$ cat src/rtl/huff_pkg.sv
// -----------------------------------------------------------------------------
// huff_pkg
// Shared types and constants for the bit-serial Huffman tree decoder.
//   - huff_entry_t : table entry {valid, leaf, payload} at the default width
//   - ENT_VALID / ENT_LEAF : bit offsets of the flag fields above the payload,
//     so an entry vector of any PAY_W is entry[PAY_W+ENT_VALID] / [PAY_W+ENT_LEAF]
//   - walk_state_t : walk FSM encoding, also exported on the debug port
//   - *_DEF : default parameter values
// -----------------------------------------------------------------------------
package huff_pkg;

    localparam int PAY_W_DEF   = 8;
    localparam int NODE_AW_DEF = 4;
    localparam int MAX_LEN_DEF = 12;
    localparam int LEN_W_DEF   = 4;

    // Flag positions relative to the top of the payload field.
    localparam int ENT_VALID = 1;
    localparam int ENT_LEAF  = 0;

    typedef struct packed {
        logic                 valid;
        logic                 leaf;
        logic [PAY_W_DEF-1:0] payload;
    } huff_entry_t;

    // ST_IDLE: at the root with no bits consumed; ST_WALK: partial codeword held.
    typedef enum logic {
        ST_IDLE = 1'b0,
        ST_WALK = 1'b1
    } walk_state_t;

endpackage

$ cat src/rtl/huffman_tree_decoder_if.sv
// -----------------------------------------------------------------------------
// huffman_tree_decoder_if
// Bit stream in / symbol stream out of the Huffman decoder.
//   bit_valid, bit_in, bit_ready : serial code bits (source -> decoder)
//   sym_valid, sym, sym_len, sym_ready : decoded symbols (decoder -> consumer)
// Handshake: a beat transfers on a rising clk edge where valid & ready are
// both high. A producer holding valid keeps its data stable until that edge;
// ready may depend combinationally on the consumer's own state.
// Modports: slave = decoder side, master = source/consumer side.
// -----------------------------------------------------------------------------
interface huffman_tree_decoder_if #(
    parameter int PAY_W = 8,
    parameter int LEN_W = 4
);
    logic             bit_valid;
    logic             bit_in;
    logic             bit_ready;
    logic             sym_valid;
    logic             sym_ready;
    logic [PAY_W-1:0] sym;
    logic [LEN_W-1:0] sym_len;

    modport slave (
        input  bit_valid, bit_in, sym_ready,
        output bit_ready, sym_valid, sym, sym_len
    );

    modport master (
        output bit_valid, bit_in, sym_ready,
        input  bit_ready, sym_valid, sym, sym_len
    );
endinterface

$ cat src/rtl/huff_tree_table.sv
// -----------------------------------------------------------------------------
// huff_tree_table
// Code-tree storage: NODES nodes x 2 branches of {valid, leaf, payload}, in flops.
//   clk, reset  : clock, synchronous active-high reset (clears valid bits only)
//   i_we        : write strobe; entry lands at the clock edge
//   i_waddr     : node index to write
//   i_wbranch   : branch (0 = left, 1 = right) to write
//   i_wentry    : entry {valid, leaf, payload}
//   i_rnode     : node index to read
//   i_rbranch   : branch to read
//   o_rentry    : combinational read data (old data during a same-cycle write)
// -----------------------------------------------------------------------------
module huff_tree_table
    import huff_pkg::*;
#(
    parameter int PAY_W   = PAY_W_DEF,
    parameter int NODE_AW = NODE_AW_DEF
) (
    input  logic               clk,
    input  logic               reset,
    input  logic               i_we,
    input  logic [NODE_AW-1:0] i_waddr,
    input  logic               i_wbranch,
    input  logic [PAY_W+1:0]   i_wentry,
    input  logic [NODE_AW-1:0] i_rnode,
    input  logic               i_rbranch,
    output logic [PAY_W+1:0]   o_rentry
);

    localparam int SLOTS = 2 * (2 ** NODE_AW);

    // Slot index is {node, branch}.
    logic [PAY_W+1:0] r_mem [SLOTS];

    wire [NODE_AW:0] w_waddr = {i_waddr, i_wbranch};
    wire [NODE_AW:0] w_raddr = {i_rnode, i_rbranch};

    // Only the valid flags are reset; leaf/payload of an invalid slot are
    // never observed, so they need no reset.
    always_ff @(posedge clk) begin
        if (reset) begin
            for (int i = 0; i < SLOTS; i++) begin
                r_mem[i][PAY_W+ENT_VALID] <= 1'b0;
            end
        end else if (i_we) begin
            r_mem[w_waddr] <= i_wentry;
        end
    end

    assign o_rentry = r_mem[w_raddr];

endmodule

$ cat src/rtl/huffman_tree_decoder.sv
// -----------------------------------------------------------------------------
// huffman_tree_decoder
// Bit-serial Huffman decoder walking a run-time programmable binary code tree.
// One code bit is consumed per accepted cycle; one symbol with its code length
// is emitted per complete codeword.
//   clk, reset  : clock, synchronous active-high reset
//   hif (slave) : bit stream in (bit_valid/bit_in/bit_ready) and symbol stream
//                 out (sym_valid/sym/sym_len/sym_ready)
//   flush       : abandon the partial codeword; the bit presented is dropped
//   cfg_we, cfg_addr, cfg_branch, cfg_entry : tree table write port
//   idle        : no partial codeword in progress
//   err         : sticky decode-error flag, cleared by err_clr
//   err_clr     : clears err (a simultaneous new error wins)
//   err_cnt     : saturating decode-error count, cleared only by reset
//   dbg_state   : walk FSM state
// -----------------------------------------------------------------------------
module huffman_tree_decoder
    import huff_pkg::*;
#(
    parameter int PAY_W   = PAY_W_DEF,
    parameter int NODE_AW = NODE_AW_DEF,
    parameter int MAX_LEN = MAX_LEN_DEF,
    parameter int LEN_W   = LEN_W_DEF
) (
    input  logic                 clk,
    input  logic                 reset,
    huffman_tree_decoder_if.slave hif,
    input  logic                 flush,
    input  logic                 cfg_we,
    input  logic [NODE_AW-1:0]   cfg_addr,
    input  logic                 cfg_branch,
    input  logic [PAY_W+1:0]     cfg_entry,
    output logic                 idle,
    output logic                 err,
    input  logic                 err_clr,
    output logic [7:0]           err_cnt,
    output walk_state_t          dbg_state
);

    localparam logic [LEN_W-1:0] MAX_LEN_L = LEN_W'(MAX_LEN);

    walk_state_t        r_state;
    logic [NODE_AW-1:0] r_cur_node;
    logic [LEN_W-1:0]   r_depth;
    logic               r_sym_valid;
    logic [PAY_W-1:0]   r_sym;
    logic [LEN_W-1:0]   r_sym_len;
    logic               r_err;
    logic [7:0]         r_err_cnt;

    walk_state_t        w_state_nxt;
    logic [NODE_AW-1:0] w_node_nxt;
    logic [LEN_W-1:0]   w_depth_nxt;
    logic [PAY_W+1:0]   w_entry;

    // ---------------- tree table ----------------
    huff_tree_table #(
        .PAY_W   (PAY_W),
        .NODE_AW (NODE_AW)
    ) u_table (
        .clk       (clk),
        .reset     (reset),
        .i_we      (cfg_we),
        .i_waddr   (cfg_addr),
        .i_wbranch (cfg_branch),
        .i_wentry  (cfg_entry),
        .i_rnode   (r_cur_node),
        .i_rbranch (hif.bit_in),
        .o_rentry  (w_entry)
    );

    wire              w_ent_valid = w_entry[PAY_W+ENT_VALID];
    wire              w_ent_leaf  = w_entry[PAY_W+ENT_LEAF];
    wire [PAY_W-1:0]  w_ent_pay   = w_entry[PAY_W-1:0];

    // The output register can be refilled in the same cycle it drains.
    wire w_bit_ready = ~r_sym_valid | hif.sym_ready;
    wire w_accept    = hif.bit_valid & w_bit_ready & ~flush;

    // depth < MAX_LEN < 2**LEN_W always holds, so this never wraps.
    wire [LEN_W-1:0] w_depth_inc = r_depth + LEN_W'(1);

    wire w_hit_leaf   = w_accept & w_ent_valid & w_ent_leaf;
    wire w_hit_branch = w_accept & w_ent_valid & ~w_ent_leaf & (w_depth_inc < MAX_LEN_L);
    // Invalid entry, or an internal branch that would exceed MAX_LEN bits.
    wire w_hit_err    = w_accept & ~w_hit_leaf & ~w_hit_branch;

    // ---------------- walk FSM: state register ----------------
    always_ff @(posedge clk) begin
        if (reset) begin
            r_state    <= ST_IDLE;
            r_cur_node <= '0;
            r_depth    <= '0;
        end else begin
            r_state    <= w_state_nxt;
            r_cur_node <= w_node_nxt;
            r_depth    <= w_depth_nxt;
        end
    end

    // ---------------- walk FSM: next state ----------------
    always_comb begin
        w_state_nxt = r_state;
        w_node_nxt  = r_cur_node;
        w_depth_nxt = r_depth;
        if (flush) begin
            w_state_nxt = ST_IDLE;
            w_node_nxt  = '0;
            w_depth_nxt = '0;
        end else if (w_hit_branch) begin
            w_state_nxt = ST_WALK;
            w_node_nxt  = w_ent_pay[NODE_AW-1:0];
            w_depth_nxt = w_depth_inc;
        end else if (w_hit_leaf || w_hit_err) begin
            w_state_nxt = ST_IDLE;
            w_node_nxt  = '0;
            w_depth_nxt = '0;
        end
    end

    // ---------------- symbol output register ----------------
    always_ff @(posedge clk) begin
        if (reset) begin
            r_sym_valid <= 1'b0;
            r_sym       <= '0;
            r_sym_len   <= '0;
        end else if (w_hit_leaf) begin
            r_sym_valid <= 1'b1;
            r_sym       <= w_ent_pay;
            r_sym_len   <= w_depth_inc;
        end else if (hif.sym_ready) begin
            r_sym_valid <= 1'b0;
        end
    end

    // ---------------- error flag and counter ----------------
    always_ff @(posedge clk) begin
        if (reset) begin
            r_err     <= 1'b0;
            r_err_cnt <= '0;
        end else begin
            if (w_hit_err) begin
                r_err <= 1'b1;
            end else if (err_clr) begin
                r_err <= 1'b0;
            end
            if (w_hit_err && (r_err_cnt != 8'hFF)) begin
                r_err_cnt <= r_err_cnt + 8'd1;
            end
        end
    end

    assign hif.bit_ready = w_bit_ready;
    assign hif.sym_valid = r_sym_valid;
    assign hif.sym       = r_sym;
    assign hif.sym_len   = r_sym_len;
    assign idle          = (r_depth == '0);
    assign err           = r_err;
    assign err_cnt       = r_err_cnt;
    assign dbg_state     = r_state;

endmodule
$ cat src/flat_wrapper.sv
// flat-port wrapper written by rule: the top's interface ports become plain ports
module huffman_tree_decoder_flat import huff_pkg::*;
#(
    parameter int PAY_W   = PAY_W_DEF,
    parameter int NODE_AW = NODE_AW_DEF,
    parameter int MAX_LEN = MAX_LEN_DEF,
    parameter int LEN_W   = LEN_W_DEF
)
  (clk, reset, flush, cfg_we, cfg_addr, cfg_branch, cfg_entry, idle, err, err_clr, err_cnt, dbg_state, hif_bit_valid, hif_bit_in, hif_sym_ready, hif_bit_ready, hif_sym_valid, hif_sym, hif_sym_len);
  huffman_tree_decoder_if #(.PAY_W(PAY_W), .LEN_W(LEN_W)) hif_i ();
  input  logic clk;
  input  logic reset;
  input  logic flush;
  input  logic cfg_we;
  input  logic [NODE_AW-1:0] cfg_addr;
  input  logic cfg_branch;
  input  logic [PAY_W+1:0] cfg_entry;
  output logic idle;
  output logic err;
  input  logic err_clr;
  output logic [7:0] err_cnt;
  output walk_state_t dbg_state;
  input wire logic [$bits(hif_i.bit_valid)-1:0] hif_bit_valid;
  input wire logic [$bits(hif_i.bit_in)-1:0] hif_bit_in;
  input wire logic [$bits(hif_i.sym_ready)-1:0] hif_sym_ready;
  output wire logic [$bits(hif_i.bit_ready)-1:0] hif_bit_ready;
  output wire logic [$bits(hif_i.sym_valid)-1:0] hif_sym_valid;
  output wire logic [$bits(hif_i.sym)-1:0] hif_sym;
  output wire logic [$bits(hif_i.sym_len)-1:0] hif_sym_len;
  assign hif_i.bit_valid = hif_bit_valid;
  assign hif_i.bit_in = hif_bit_in;
  assign hif_i.sym_ready = hif_sym_ready;
  assign hif_bit_ready = hif_i.bit_ready;
  assign hif_sym_valid = hif_i.sym_valid;
  assign hif_sym = hif_i.sym;
  assign hif_sym_len = hif_i.sym_len;
  huffman_tree_decoder #(.PAY_W(PAY_W), .NODE_AW(NODE_AW), .MAX_LEN(MAX_LEN), .LEN_W(LEN_W)) u_core (.clk(clk), .reset(reset), .hif(hif_i), .flush(flush), .cfg_we(cfg_we), .cfg_addr(cfg_addr), .cfg_branch(cfg_branch), .cfg_entry(cfg_entry), .idle(idle), .err(err), .err_clr(err_clr), .err_cnt(err_cnt), .dbg_state(dbg_state));
endmodule
$ cat config.mk
export PLATFORM = sky130hd
export DESIGN_NAME = huffman_tree_decoder_flat
export DESIGN_NICKNAME = d
export VERILOG_FILES = /design/src/rtl/huff_pkg.sv /design/src/rtl/huffman_tree_decoder_if.sv /design/src/rtl/huff_tree_table.sv /design/src/rtl/huffman_tree_decoder.sv /design/src/flat_wrapper.sv
export SDC_FILE = /design/constraint.sdc
export NUM_CORES = 1
export LEC_CHECK = 0
export ABC_AREA = 1
export BUFFER_PORTS_ARGS = -buffer_cell sky130_fd_sc_hd__buf_2
export CAP_MARGIN = 10
export CORE_UTILIZATION = 40
export DETAILED_ROUTE_END_ITERATION = 7
export PLACE_DENSITY_LB_ADDON = 0.15
export SYNTH_ARGS = -nofsm -noshare
export SYNTH_HDL_FRONTEND = slang
export SYNTH_SLANG_ARGS = --single-unit
$ cat constraint.sdc
create_clock -name clk -period 2.5 [get_ports clk]
set_input_delay 0.125 -clock clk [delete_from_list [all_inputs] [get_ports clk]]
set_output_delay 0.125 -clock clk [all_outputs]
set_load 0.01 [all_outputs]
==> impl_metrics.csv <==
group,metric,value,unit
synth,synth-edff-count,320,
synth,synthCells,1262,
cts,cts_tree,"yes",
worst_setup_path,start_kind,"register",
final_layout,nNetsFinal,1370,
global_route,met3_usage,0.0308,
synth,async_reset_ff_frac,0,
route,routedWlPerCell,21.1,µm
synth,synth_xor_xnor_area_share,0.00180,
synth,synth.cell_area,0.0146,mm²
final_layout,area_delta_synth_final,15.3,%
global_route,antenna_found_initial,1,
worst_setup_path,critical_path.endpoint,"u_core.err_cnt[4]",
placement,dpl.hpwl,23.4,mm
worst_setup_path,crit_fanout,59,
die,start_util,0.408,
global_route,met2_usage,0.334,
power_and_ir_drop,irDropWorstVdd,0.472,mV
route,drt_iter0_drc,704,
timing,max_slew_margin,0.433,
worst_setup_path,crit_start,"u_core.r_cur_node[0]",
power_and_ir_drop,finalPower,0.0123,W
die,fp.dieH,193,µm
cts,htree_levels,2,
synth,seq_area_frac_synth,0.701,
timing,finalSetupViolCount,0,
synth,synth-simple-area-share,0.146,
timing,drv_slew,0,
timing,skew,0.0207,ns
synth,synth_mux_area_frac,0,
worst_setup_path,worstReg2RegStart,"u_core.r_cur_node[0]",
synth,yosys_warnings,0,
die,die_area,0.0372,mm²
global_route,grt_pass1_wl,58.2,mm
worst_setup_path,worst_r2r_endpoint,"u_core.err_cnt[4]",
synth,yosys.area_share.adder,0.00257,
synth,ys_ff_latch,351,
timing,layout_min_cycle_time,2.16,ns
global_route,track_usage,0.211,
timing,finalSetupTns,0,ns
die,fp.dieW,193,µm
job,maxCapViolations,0,
global_route,top_usage_layer,"met2",
route,drt-total-wl,38.7,mm
global_route,use_met1,0.306,
worst_setup_path,worst_ep_arrival_time,2.62,ns
timing,fmax,463,MHz
worst_setup_path,critPathKind,"register to register",
cts,numCtsBuffers,39,
worst_setup_path,rrSetupSlack,0.34,ns
final_layout,final_cell_mix,"320 x edfxtp_1, 216 x nor2_1, 162 x nand2_1",
synth,postSynthAreaPerCell,11.6,µm²
final_layout,fill_cells,3270,
global_route,grt_overflow,0,
power_and_ir_drop,p_leak,5.83,nW
final_layout,drive_above_1_share,0.133,
run_status,status,"finished clean",
worst_setup_path,endpoint_kind,"register",
route,drt.antenna.violating_nets,0,
cts,cts_buffer_depth,3,
synth,syn-num-nets,1288,
cts,cts_root_buffer,"clkbuf_16",
cts,clk_pin_slew,0.06,ns
timing,rsz0062_at_grt,"no",
cts,clock_latency,0.53,ns
die,fp-row-count,69,
route,dr_total_vias,9830,
timing,final_hold_viol_count,0,
power_and_ir_drop,power_density,731,mW/mm²
hold_path,min_path_type,"input pin to register",
worst_setup_path,ff2ff_path_depth,14,
timing,tightest_slew,0.851,ns
final_layout,final_common_cell,"edfxtp_1",
global_route,grt_max_degree,89,
route,firstDrtPassIters,5,
cts,clkSinkCount,351,
die,io_pins,48,
worst_setup_path,cp_data_required_time,2.95,ns
synth,ys.flop_type,"edfxtp_1",
route,drc,0,
timing,finalCritPeriodShare,0.865,
placement,portBuffers,47,
synth,synth_cell_types,34,
synth,synth_compound_area_frac,0.0987,
global_route,grt_pass1_vias,9499,
die,core_area,0.0357,mm²
placement,place_congestion,0.793,
synth,synth_top_family_by_area,"simple AND/OR/NAND/NOR gates",
route,vias_per_cell,5.35,
-- registers in the layout, summed over array words and instances, names as in the netlist --
| name | cells |
|---|---|
| u_core.hif.sym_len | 4 |
| u_core.dbg_state | 1 |
| u_core.r_depth | 4 |
| u_core.r_cur_node | 4 |
| u_core.u_table.r_mem | 320 |
| u_core.hif.sym_valid | 1 |
| u_core.err | 1 |
| u_core.err_cnt | 8 |
| u_core.hif.sym | 8 |
-- per-layer routing --
| metal | part of all wire | vias to the layer above |
|---|---|---|
| met4 | 0.018 | 2 |
| met2 | 0.47 | 275 |
| met5 | 0.00034 | - |
| met3 | 0.054 | 49 |
| li1 | - | 4672 |
| met1 | 0.46 | 4832 |
-- worst min-delay path by stage --
stage                        startpoint              endpoint  slack, ns  cells past startpoint
after floorplan                   reset            u_core.err       0.19                      1
after global placement            reset            u_core.err       0.35                      2
after detailed placement          reset            u_core.err       0.35                      2
after CTS                 hif_bit_valid  u_core.r_cur_node[0]       0.09                      5
after global routing      hif_bit_valid  u_core.r_cur_node[3]       0.14                      5
final                     hif_bit_valid  u_core.r_cur_node[0]       0.12                      5
-- Yosys cell counts (3+ instances only) --
library cell  count  area [µm²]
o21ai_1          12        60.1
buf_4             7        52.6
nor2_1          216         811
buf_6             9         101
inv_1            73         274
nor3_1           16        80.1
ha_1              3        37.5
o22ai_1           4        25.0
buf_1             3        11.3
nand3_1          97         485
o211ai_1          4        30.0
clkbuf_1         37         139
clkinv_1          3        11.3
o221ai_1         60         526
o21ai_0         132         661
edfxtp_1        320        9610
buf_2            23         115
nand2_1         162         608
nand4_1           7        43.8
dfxtp_1          31         621
o21a_1            5        37.5
a21oi_1          17        85.1
nor2_2            7        43.8
-- timing repair --
item                                    CTS  global route
hold endpoints to repair                  3             0
hold buffers                              4             0
resized for setup                         0             0
setup buffers                             0             1
endpoints found under the setup margin    0             2
-- metrics by stage --
step | cell area [µm²] | utilization | hold slack, ns | setup WS [ns] | cells
3_3_place_gp | 15600 | 0.437 | 0.349 | 0.236 | 1759
5_1_grt | 16800 | 0.471 | 0.138 | 0.155 | 1835
4_1_cts | 16800 | 0.470 | 0.0915 | 0.176 | 1834
6_report | 16800 | 0.471 | 0.117 | 0.338 | 1836
3_5_place_dp | 15600 | 0.437 | 0.349 | 0.203 | 1759
2_1_floorplan | 14600 | - | 0.194 | 0.818 | 1262
-- kinds of logic (layout without fill, tap and decap cells) --
group           count (synthesis)  in the layout
flops                         351            351
simple gates                  511            511
xor+xnor                        3              3
buf+inv                       159            271
compound gates                235            235
fa+ha+maj                       3              3
other cells                     0              1
-- critical path: stages (launching register included) --
cell and delay, ns:
dfxtp_2 0.41, buf_12 0.30, nand3_1 0.13, nand3_1 0.10, nand2_1 0.06, nand2_1 0.05
nand2_1 0.10, nand2_1 0.11, nand2_4 0.09, a21oi_4 0.28, buf_12 0.17, nand3_1 0.06
nand2_1 0.07, inv_1 0.04, nor2_2 0.08
-- area by class of cell --
cell class	instances	area, µm²	share of cell area
diodes	1	2.50	0.000149
clock buffers	54	1050	0.0626
clock inverters	17	92.6	0.00550
inverters	80	308	0.0183
multi-input cells	752	3630	0.216
flip-flops and latches	351	10200	0.608
well taps	461	577	0.0343
repair buffers	120	921	0.0547
-- report_power, final --
part,internal (W),switching [W]
logic,0.000162,0.000438
registers,0.00647,0.0000278
clock network,0.00295,0.00224
total,0.00959,0.00270
No activity file was read; power rests on OpenSTA's default activity.
